`src/rtl/riscv_pkg.sv`:
```
// Shared RISC-V core definitions: register-file geometry, index type and
// the popcount helper used by the register scoreboard.
package riscv_pkg;

    localparam int REGISTER_COUNT       = 32;
    localparam int REGISTER_INDEX_WIDTH = $clog2(REGISTER_COUNT);
    localparam int BUSY_COUNT_WIDTH     = $clog2(REGISTER_COUNT + 1);

    typedef logic [REGISTER_INDEX_WIDTH-1:0] reg_idx_t;

    localparam reg_idx_t X0 = '0;

    function automatic logic [BUSY_COUNT_WIDTH-1:0] popcount(input logic [REGISTER_COUNT-1:0] v);
        logic [BUSY_COUNT_WIDTH-1:0] cnt;
        cnt = '0;
        for (int k = 0; k < REGISTER_COUNT; k++) begin
            cnt = cnt + BUSY_COUNT_WIDTH'(v[k]);
        end
        return cnt;
    endfunction

endpackage

```
`src/rtl/regfile_scoreboard.sv`:
```
// Pending-write scoreboard: one busy bit per architectural register, the
// WAW issue check, per-read-port ready lookups and a registered busy count.
module regfile_scoreboard
    import riscv_pkg::*;
#(
    parameter int NUM_READ  = 2,
    parameter int NUM_WRITE = 1,
    parameter int BYPASS    = 1
) (
    input  logic                                     clk,
    input  logic                                     rst,
    input  logic [NUM_READ*REGISTER_INDEX_WIDTH-1:0]  rs_addr,
    output logic [NUM_READ-1:0]                      rs_ready,
    input  logic [NUM_WRITE-1:0]                     wb_wen,
    input  logic [NUM_WRITE*REGISTER_INDEX_WIDTH-1:0] wb_addr,
    input  logic                                     issue_valid,
    input  reg_idx_t                                 issue_rd,
    output logic                                     issue_ready,
    output logic [BUSY_COUNT_WIDTH-1:0]              busy_count
);

    localparam int IW = REGISTER_INDEX_WIDTH;

    logic [REGISTER_COUNT-1:0] busy;
    logic [REGISTER_COUNT-1:0] busy_next;
    logic [REGISTER_COUNT-1:0] wr_hit;
    logic                      issue_fire;
    reg_idx_t                  ra;

    always_comb begin
        wr_hit = '0;
        for (int j = 0; j < NUM_WRITE; j++) begin
            if (wb_wen[j] && wb_addr[j*IW +: IW] != X0) begin
                wr_hit[wb_addr[j*IW +: IW]] = 1'b1;
            end
        end
    end

    // Issue handshake: issue_ready is computed without looking at issue_valid;
    // the issue is accepted only in a cycle where both are high at posedge.
    // A write landing on issue_rd this cycle resolves the WAW hazard early.
    assign issue_ready = !(busy[issue_rd] && !wr_hit[issue_rd]);
    assign issue_fire  = issue_valid && issue_ready && (issue_rd != X0);

    // The new producer owns the register, so its set overrides the write clear.
    always_comb begin
        busy_next = busy & ~wr_hit;
        if (issue_fire) begin
            busy_next[issue_rd] = 1'b1;
        end
        busy_next[X0] = 1'b0;
    end

    always_ff @(posedge clk) begin
        if (rst) begin
            busy       <= '0;
            busy_count <= '0;
        end else begin
            busy       <= busy_next;
            busy_count <= popcount(busy_next);
        end
    end

    always_comb begin
        rs_ready = '0;
        ra       = X0;
        for (int i = 0; i < NUM_READ; i++) begin
            ra          = rs_addr[i*IW +: IW];
            rs_ready[i] = !busy[ra] || ((BYPASS != 0) && wr_hit[ra]);
        end
    end

endmodule

```
`src/rtl/regfile_mp.sv`:
```
// Multi-port RISC-V integer register file: x0 hard-wired to zero, highest
// write port wins on address collisions, optional same-cycle read bypass.
module regfile_mp
    import riscv_pkg::*;
#(
    parameter int XLEN      = 32,
    parameter int NUM_READ  = 2,
    parameter int NUM_WRITE = 1,
    parameter int BYPASS    = 1
) (
    input  logic                                      clk,
    input  logic                                      rst,
    input  logic [NUM_READ*REGISTER_INDEX_WIDTH-1:0]  rs_addr,
    output logic [NUM_READ*XLEN-1:0]                  rs_data,
    output logic [NUM_READ-1:0]                       rs_ready,
    input  logic [NUM_WRITE-1:0]                      wb_wen,
    input  logic [NUM_WRITE*REGISTER_INDEX_WIDTH-1:0] wb_addr,
    input  logic [NUM_WRITE*XLEN-1:0]                 wb_data,
    input  logic                                      issue_valid,
    input  reg_idx_t                                  issue_rd,
    output logic                                      issue_ready,
    output logic [BUSY_COUNT_WIDTH-1:0]               busy_count
);

    localparam int IW = REGISTER_INDEX_WIDTH;

    logic [XLEN-1:0] regs [REGISTER_COUNT];
    reg_idx_t        ra;
    logic [XLEN-1:0] rd;

    // Ascending port order means the last non-blocking write, i.e. the
    // highest port index, is the one that sticks.
    always_ff @(posedge clk) begin
        if (rst) begin
            for (int k = 0; k < REGISTER_COUNT; k++) begin
                regs[k] <= '0;
            end
        end else begin
            for (int j = 0; j < NUM_WRITE; j++) begin
                if (wb_wen[j] && wb_addr[j*IW +: IW] != X0) begin
                    regs[wb_addr[j*IW +: IW]] <= wb_data[j*XLEN +: XLEN];
                end
            end
        end
    end

    always_comb begin
        rs_data = '0;
        ra      = X0;
        rd      = '0;
        for (int i = 0; i < NUM_READ; i++) begin
            ra = rs_addr[i*IW +: IW];
            rd = regs[ra];
            if (BYPASS != 0) begin
                for (int j = 0; j < NUM_WRITE; j++) begin
                    if (wb_wen[j] && wb_addr[j*IW +: IW] == ra) begin
                        rd = wb_data[j*XLEN +: XLEN];
                    end
                end
            end
            if (ra == X0) begin
                rd = '0;
            end
            rs_data[i*XLEN +: XLEN] = rd;
        end
    end

    regfile_scoreboard #(
        .NUM_READ  (NUM_READ),
        .NUM_WRITE (NUM_WRITE),
        .BYPASS    (BYPASS)
    ) u_scoreboard (
        .clk         (clk),
        .rst         (rst),
        .rs_addr     (rs_addr),
        .rs_ready    (rs_ready),
        .wb_wen      (wb_wen),
        .wb_addr     (wb_addr),
        .issue_valid (issue_valid),
        .issue_rd    (issue_rd),
        .issue_ready (issue_ready),
        .busy_count  (busy_count)
    );

endmodule

```
`config.mk`:
```
export PLATFORM = sky130hd
export DESIGN_NAME = regfile_mp
export DESIGN_NICKNAME = d
export VERILOG_FILES = /design/src/rtl/riscv_pkg.sv /design/src/rtl/regfile_scoreboard.sv /design/src/rtl/regfile_mp.sv
export SDC_FILE = /design/constraint.sdc
export NUM_CORES = 2
export LEC_CHECK = 0
export BUFFER_PORTS_ARGS = -buffer_cell sky130_fd_sc_hd__buf_2
export CAP_MARGIN = 20
export CORE_MARGIN = 2
export CORE_UTILIZATION = 55
export DETAILED_ROUTE_END_ITERATION = 7
export PLACE_DENSITY = 0.83
export SLEW_MARGIN = 20
export SYNTH_ARGS = -nofsm -noshare
export SYNTH_HDL_FRONTEND = slang
export SYNTH_SLANG_ARGS = --single-unit
export TNS_END_PERCENT = 50
```
`constraint.sdc`:
```
create_clock -name clk -period 6.1 [get_ports clk]
set_input_delay 0.305 -clock clk [delete_from_list [all_inputs] [get_ports clk]]
set_output_delay 0.305 -clock clk [all_outputs]
set_load 0.01 [all_outputs]
```
== After elaboration in Yosys (flattened, before gate mapping) ==
Memory sizes are Yosys's and may differ from the RTL's.
Index checks and enable logic that the tools add are counted.

* Add/sub/neg operators: 30
* $lt $le $gt $ge: 6
* Eq/ne operators: 2
* Muxes and demuxes: 30
* Bitwise gates (word level): 3
* Reductions and logical operators: 19

{| class="wikitable"
|+ Operator list
! operator !! number
|-
| $mux 32 || 7
|-
| $add 6x1->6 || 29
|-
| $and 32x32->32 || 1
|-
| $not 32->32 || 1
|-
| $or 32x32->32 || 1
|-
| $reduce_or 32->1 || 1
|-
| $bmux 1 s5 || 6
|-
| $lt 5x6->1 const B || 4
|-
| $mux 1 || 14
|-
| $demux 1 s5 || 2
|-
| $eq 5x5->1 || 2
|-
| $ge 5x1->1 const B || 2
|-
| $logic_not 5->1 || 2
|-
| $reduce_bool 5->1 || 2
|-
| $logic_and 1x1->1 || 8
|-
| $mux 5 || 1
|-
| $logic_not 1->1 || 4
|-
| $add 1x1->2 || 1
|-
| $logic_or 1x1->1 || 2
|}

* Bits in registers: 38
* RAM bits: 1024
* Bits of input ports: 56
* Memories: 1

{| class="wikitable"
|+ Memory list
! name !! depth !! bits a word !! rd ports !! clocked after memory_dff !! write ports !! RTL line !! RTL
|-
| regs || 32 || 32 || 2 || 0 || 32 || regfile_mp.sv:27 || <nowiki>logic [XLEN-1:0] regs [REGISTER_COUNT];</nowiki>
|}

== Logic depth before layout (Yosys ltp) ==
* Depth after elaboration: 43
* Gate-level depth with buffers: 28
* Depth with buffers taken out: 24

== Cells and area by module ==
A second synthesis with hierarchy kept.

* Cells, all modules: 4144
* Area, all modules: 58463.6 um2

{| class="wikitable"
|+ By module, submodules not included
! module !! times used !! cells each !! area each (um2)
|-
| regfile_mp || 1 || 3740 || 54722.5
|-
| regfile_scoreboard || 1 || 404 || 3741.1
|}

== Least setup slack after synthesis ==
No wires, ideal clock.

* Path type: input port to flip-flop
* From: input port issue_rd[0]
* To: register u_scoreboard.busy_count[4]
* Library setup time: 128 ps
* Data arrival time: 6232 ps
* Slack: -259 ps
* Stages: 26
* Buffers on the path: 3
* Cell sequence: buf_2 -> mux4_2 -> nor2b_1 -> a311oi_1 -> and3_1 -> a31oi_1 -> buf_2 -> buf_2 -> o31ai_1 -> ha_1 -> fa_1 -> fa_1 -> fa_1 -> fa_1 -> inv_1 -> fa_1 -> fa_1 -> inv_1 -> ha_1 -> inv_1 -> fa_1 -> inv_1 -> a21o_1 -> a21oi_1 -> xor2_1 -> nor2_1

* Cells in the longest elaborated chain, start to end: 38
* Elaborated cells on any way between the ends: 47

{| class="wikitable"
|+ RTL lines
! item !! RTL line !! RTL
|-
| start, declared || regfile_mp.sv:20 || <nowiki>input reg_idx_t issue_rd,</nowiki>
|-
| parallel branches: the longest is 7 deep, another holds $lt 5x6->1 || -- ||
|-
| $mux 32 (*) || regfile_scoreboard.sv:48 || <nowiki>if (issue_fire) begin</nowiki>
|-
| via u_scoreboard.busy_next[1] || regfile_scoreboard.sv:25 || <nowiki>logic [REGISTER_COUNT-1:0] busy_next;</nowiki>
|-
| $add 1x1->2 (*) || riscv_pkg.sv:17 || <nowiki>cnt = cnt + BUSY_COUNT_WIDTH'(v[k]);</nowiki>
|-
| $add 6x1->6 (*) (29 in series) || riscv_pkg.sv:17 ||
|-
| end signal, assigned || regfile_scoreboard.sv:60 || <nowiki>busy_count <= popcount(busy_next);</nowiki>
|-
| end, declared || regfile_scoreboard.sv:19 || <nowiki>output logic [BUSY_COUNT_WIDTH-1:0] busy_count</nowiki>
|}

Mark *: on every way through the listed nets, which the timed path passes. The select of a mux whose other input is x is not followed.
A chain may end at the register's enable or synchronous reset.

== Worst setup path in the final report ==
* From: register u_scoreboard.busy[23]
* To: register u_scoreboard.busy_count[4]

* Cells in the longest elaborated chain, start to end: 37
* Elaborated cells on any way between the ends: 39

{| class="wikitable"
|+ RTL lines
! item !! RTL line !! RTL
|-
| start, declared || regfile_scoreboard.sv:24 || <nowiki>logic [REGISTER_COUNT-1:0] busy;</nowiki>
|-
| start signal, assigned || regfile_scoreboard.sv:59 || <nowiki>busy <= busy_next;</nowiki>
|-
| $bmux 1 s5 || regfile_scoreboard.sv:42 || <nowiki>assign issue_ready = !(busy[issue_rd] && !wr_hit[issue_rd]);</nowiki>
|-
| $mux 1 (not written as such) || regfile_scoreboard.sv:42 ||
|-
| $logic_and 1x1->1 || regfile_scoreboard.sv:42 ||
|-
| $logic_not 1->1 || regfile_scoreboard.sv:42 ||
|-
| $logic_and 1x1->1 (2 in series) || regfile_scoreboard.sv:43 || <nowiki>assign issue_fire = issue_valid && issue_ready && (issue_rd != X0);</nowiki>
|-
| $mux 32 || regfile_scoreboard.sv:48 ||
|-
| via u_scoreboard.busy_next[1] || regfile_scoreboard.sv:25 ||
|-
| $add 1x1->2 || riscv_pkg.sv:17 ||
|-
| $add 6x1->6 (29 in series) || riscv_pkg.sv:17 ||
|}

The timed path passes the listed nets, and every way through them passes these cells. The select of a mux whose other input is x is not followed.

==> metrics.md <==
| Metric | Value |
|---|---|
| Outcome | complete, but fails checks |
| Failing checks | negative setup slack |
| Final instance area | about 0.065 mm² |
| Port buffer count | roughly 130 |
| CP max FO | 5 |
| Total congestion overflow | 0 |
| Starting Density | 55.49% |
| Cells after Synth | around 3,700 |
| Synth warn | 0 |
| Crit share post-route | 104.3% |
| WS Path Type | reg2reg |
| Critical path endpoint category | flip-flop |
| Final Hold Fails | 0 |
| Power density cells | about 270 mW/mm² |
| CTS tree | yes |
| Sequential-to-total area share from yosys stat | a little over half |
| Final GP Congestion | ~0.90 |
| Initial DRC count | 7,244 |
| Worst-Skew Late Latency | 0.72 ns |
| Post-DP HPWL | 110,900 µm |
| Slowest cell on crit path | fa_1 |
| CORE AREA | approximately 0.11 mm² |
| Peak VDD IR | between 0.2 and 0.25 mV |
| Detail Route Antenna Nets | 0 |
| Most common cell after layout, fill and taps aside | edfxtp_1 |
| Htree depth | 3 |
| Synthesized area per cell | around 16 µm² |
| Num Clock Sinks | between 1,000 and 1,500 |
| CTS root buffer | clkbuf_16 |
| Die Span Y | 329.9 µm |
| Slew Viols, Final | 0 |
| Layout cells sized above 1 | about a third |
| Clock Tree Buf Depth | 3 |
| Detailed-route wire length | a little under 200,000 µm |
| Final Skew | between 0.01 and 0.015 ns |
| Initial antenna violation count | 20 |
| Period minus WS final | between 6 and 7 ns |
| Fmax | 157.2 MHz |
| Most used cell, CP | fa_1 |
| DRC | 0 |
| Max-cap viol count | 0 |
| Post-synth EDFFs | 1,024 |
| Hold Crit Class | in2reg |
| CP Launch Type | flip-flop |
| Setup repair after global routing missed its margin | yes |
| Global-route wire length before repair | 271,000 µm |
| Wire length per cell | about 37 µm |
| Distinct cells, synth | 64 |
| Area post-placement | between 0.06 and 0.07 mm² |
| Ys flop type | edfxtp_1 |
| Most frequent cells in the layout | edfxtp_1, and2_1, mux4_2, buf_4, buf_2 |
| Critical Path RT | ~6.7 ns |
| Largest net degree at the start of global routing | ~160 |
| Final Power | roughly 17,000 µW |
| Worst slew margin | roughly a fifth |
| Ports | between 100 and 150 |
| Critical path buffer and inverter count | 5 |
| Vias/cell | approximately 7.3 |
| Flops & latches, synth | between 1,000 and 1,500 |
| Pre-antenna DRT Iters | 6 |
| CTS Buf Count | around 110 |
| Die width | 329.9 µm |
| Rows | about 120 |
| Worst stage delay on the critical path | ~0.53 ns |
| Total track usage | 35.64% |
| Net count, final | a little under 4,000 |
| Static leakage | roughly 0.022 µW |
| Syn Std Cell Area | 0.05841 mm² |
| Die ar. | 0.1088 mm² |
| CP arrival | about 6.9 ns |
| Vias in the first global route | approximately 39,000 |
| Clock transition at the registers of the reported paths | 0.06 ns |
| Fin worst setup slack | -0.2612 ns |
| DR vias | around 38,000 |
| Delay-heaviest family, CP | adder cells |
| Endpoints failing setup | 5 |
| Area growth syn-to-layout | 10.76% |
| Async S/R FF share, synth | 0% |
| Crit path cell chain | mux4_2 > nor2b_4 > a311oi_1 > and3_1 > a31oi_4 > buf_6 > o31ai_4 > ha_4 > fa_1 > fa_1 > fa_1 > fa_1 > inv_1 > fa_1 > fa_1 > inv_2 > ha_4 > inv_2 > fa_2 > inv_1 > a21o_1 > a21oi_2 > xor2_1 > nor2_1 |
| Worst Max-Slew Pin Slew | between 1 and 1.5 ns |
final timing paths:
kind	from	to	slack [ns]	cells after the start
setup / recovery	u_scoreboard.busy[23]$_SDFF_PP0_	u_scoreboard.busy_count[4]$_SDFF_PP0_	-0.26	24
hold / removal	issue_rd[4]	u_scoreboard.busy[2]$_SDFF_PP0_	0.11	5
setup reg to reg	u_scoreboard.busy[23]$_SDFF_PP0_	u_scoreboard.busy_count[4]$_SDFF_PP0_	-0.26	24
hold reg to reg	u_scoreboard.busy[10]$_SDFF_PP0_	u_scoreboard.busy[10]$_SDFF_PP0_	0.50	2
flip-flops by register name, indices dropped and copies added (netlist names):
name and count:
regs 1024, u_scoreboard.busy 31, u_scoreboard.busy_count 6
routing by layer:
| layer | global-route usage, % | up-vias | routed length [µm] | share of wire, % |
|---|---|---|---|---|
| met4 | 22.21 | 12 | 14360 | 7.5 |
| met1 | 44.06 | 19090 | 59950 | 31 |
| met3 | 12.78 | 903 | 30720 | 16 |
| li1 | - | 14530 | - | - |
| met2 | 53.91 | 3860 | 86980 | 45 |
| met5 | 0.08696 | - | 73 | 0.038 |
layout make-up:
type | instances | area, µm²
tap | 1391 | 1740
multi-input combinational | 2236 | 25710
inverter | 41 | 158.9
sequential | 1061 | 31490
clock inverter | 58 | 420.4
antenna | 8 | 20.02
clock buffer | 132 | 2771
fill | 7287 | 40570
timing repair buffer | 334 | 2387
synthesized netlist by cell type (all sizes together), types with 4 or more instances:
cell type / count / area share [%]
and2: 995 / 11
nor2: 47 / 0.30
o32ai: 12 / 0.18
o22ai: 20 / 0.21
inv: 38 / 0.24
buf: 117 / 1.1
mux2: 39 / 0.75
dfxtp: 37 / 1.3
mux4: 654 / 25
mux2i: 13 / 0.22
nand2b: 6 / 0.064
ha: 9 / 0.19
and3: 5 / 0.054
xor2: 13 / 0.19
a221o: 30 / 0.51
nor3b: 6 / 0.077
a22o: 32 / 0.48
o31ai: 15 / 0.19
clkbuf: 285 / 1.8
nand2: 80 / 0.51
o31a: 13 / 0.19
nand3b: 8 / 0.10
edfxtp: 1024 / 53
o21ai: 36 / 0.31
or2: 10 / 0.11
a21oi: 8 / 0.069
or3: 4 / 0.043
nor3: 23 / 0.20
nor2b: 38 / 0.41
o211ai: 4 / 0.051
nand3: 11 / 0.094
a31oi: 6 / 0.064
fa: 23 / 0.79
worst min-delay path: stages:
cell	delay [ns]
buf_2	0.14
nor3_1	0.07
buf_4	0.15
nand2_1	0.05
o22ai_1	0.06
cell families (layout without fill, tap and decap cells):
group / after synthesis / after routing / synth area share [%]
compound gates: 201 / 201 / 2.628
other cells: 1 / 40 / 0.006420
flops: 1061 / 1061 / 53.91
simple gates: 1249 / 1249 / 12.85
buf+inv: 443 / 565 / 3.192
fa+ha+maj: 32 / 32 / 0.9810
xor+xnor: 16 / 16 / 0.2399
mux: 706 / 706 / 26.19
repair_timing:
action / 4_1_cts / 5_1_grt
gates cloned: 0 / 1
setup buffers: 1 / 2
hold buffers: 1 / 0
resized for setup: 7 / 8
endpoints found under the hold margin: 1 / 0
endpoints found under the setup margin: 5 / 5
pin swaps: 5 / 6
power by group:
group	internal, µW	switching, µW	total (µW)
clock	3370	2870	6240
sequential	8400	217	8610
combinational	1070	1280	2360
total	12800	4370	17200
metrics by stage:
step | worst slack [ns] | TNS (ns) | utilization (%) | hold slack, ns | instances
final | -0.2612 | -0.7242 | 61.46 | 0.1078 | 5261
after global routing | -0.4396 | -1.611 | 61.45 | 0.1383 | 5256
after CTS | -0.2873 | -0.7056 | 61.36 | 0.09839 | 5250
after detailed placement | -0.5529 | -2.065 | 58.27 | 0.4920 | 5058
after global placement | -0.4472 | -1.627 | 58.26 | 0.4913 | 5057
after floorplan | -0.1653 | -0.1835 | - | 0.4617 | 3740
Power figures use the tool's default switching activity.
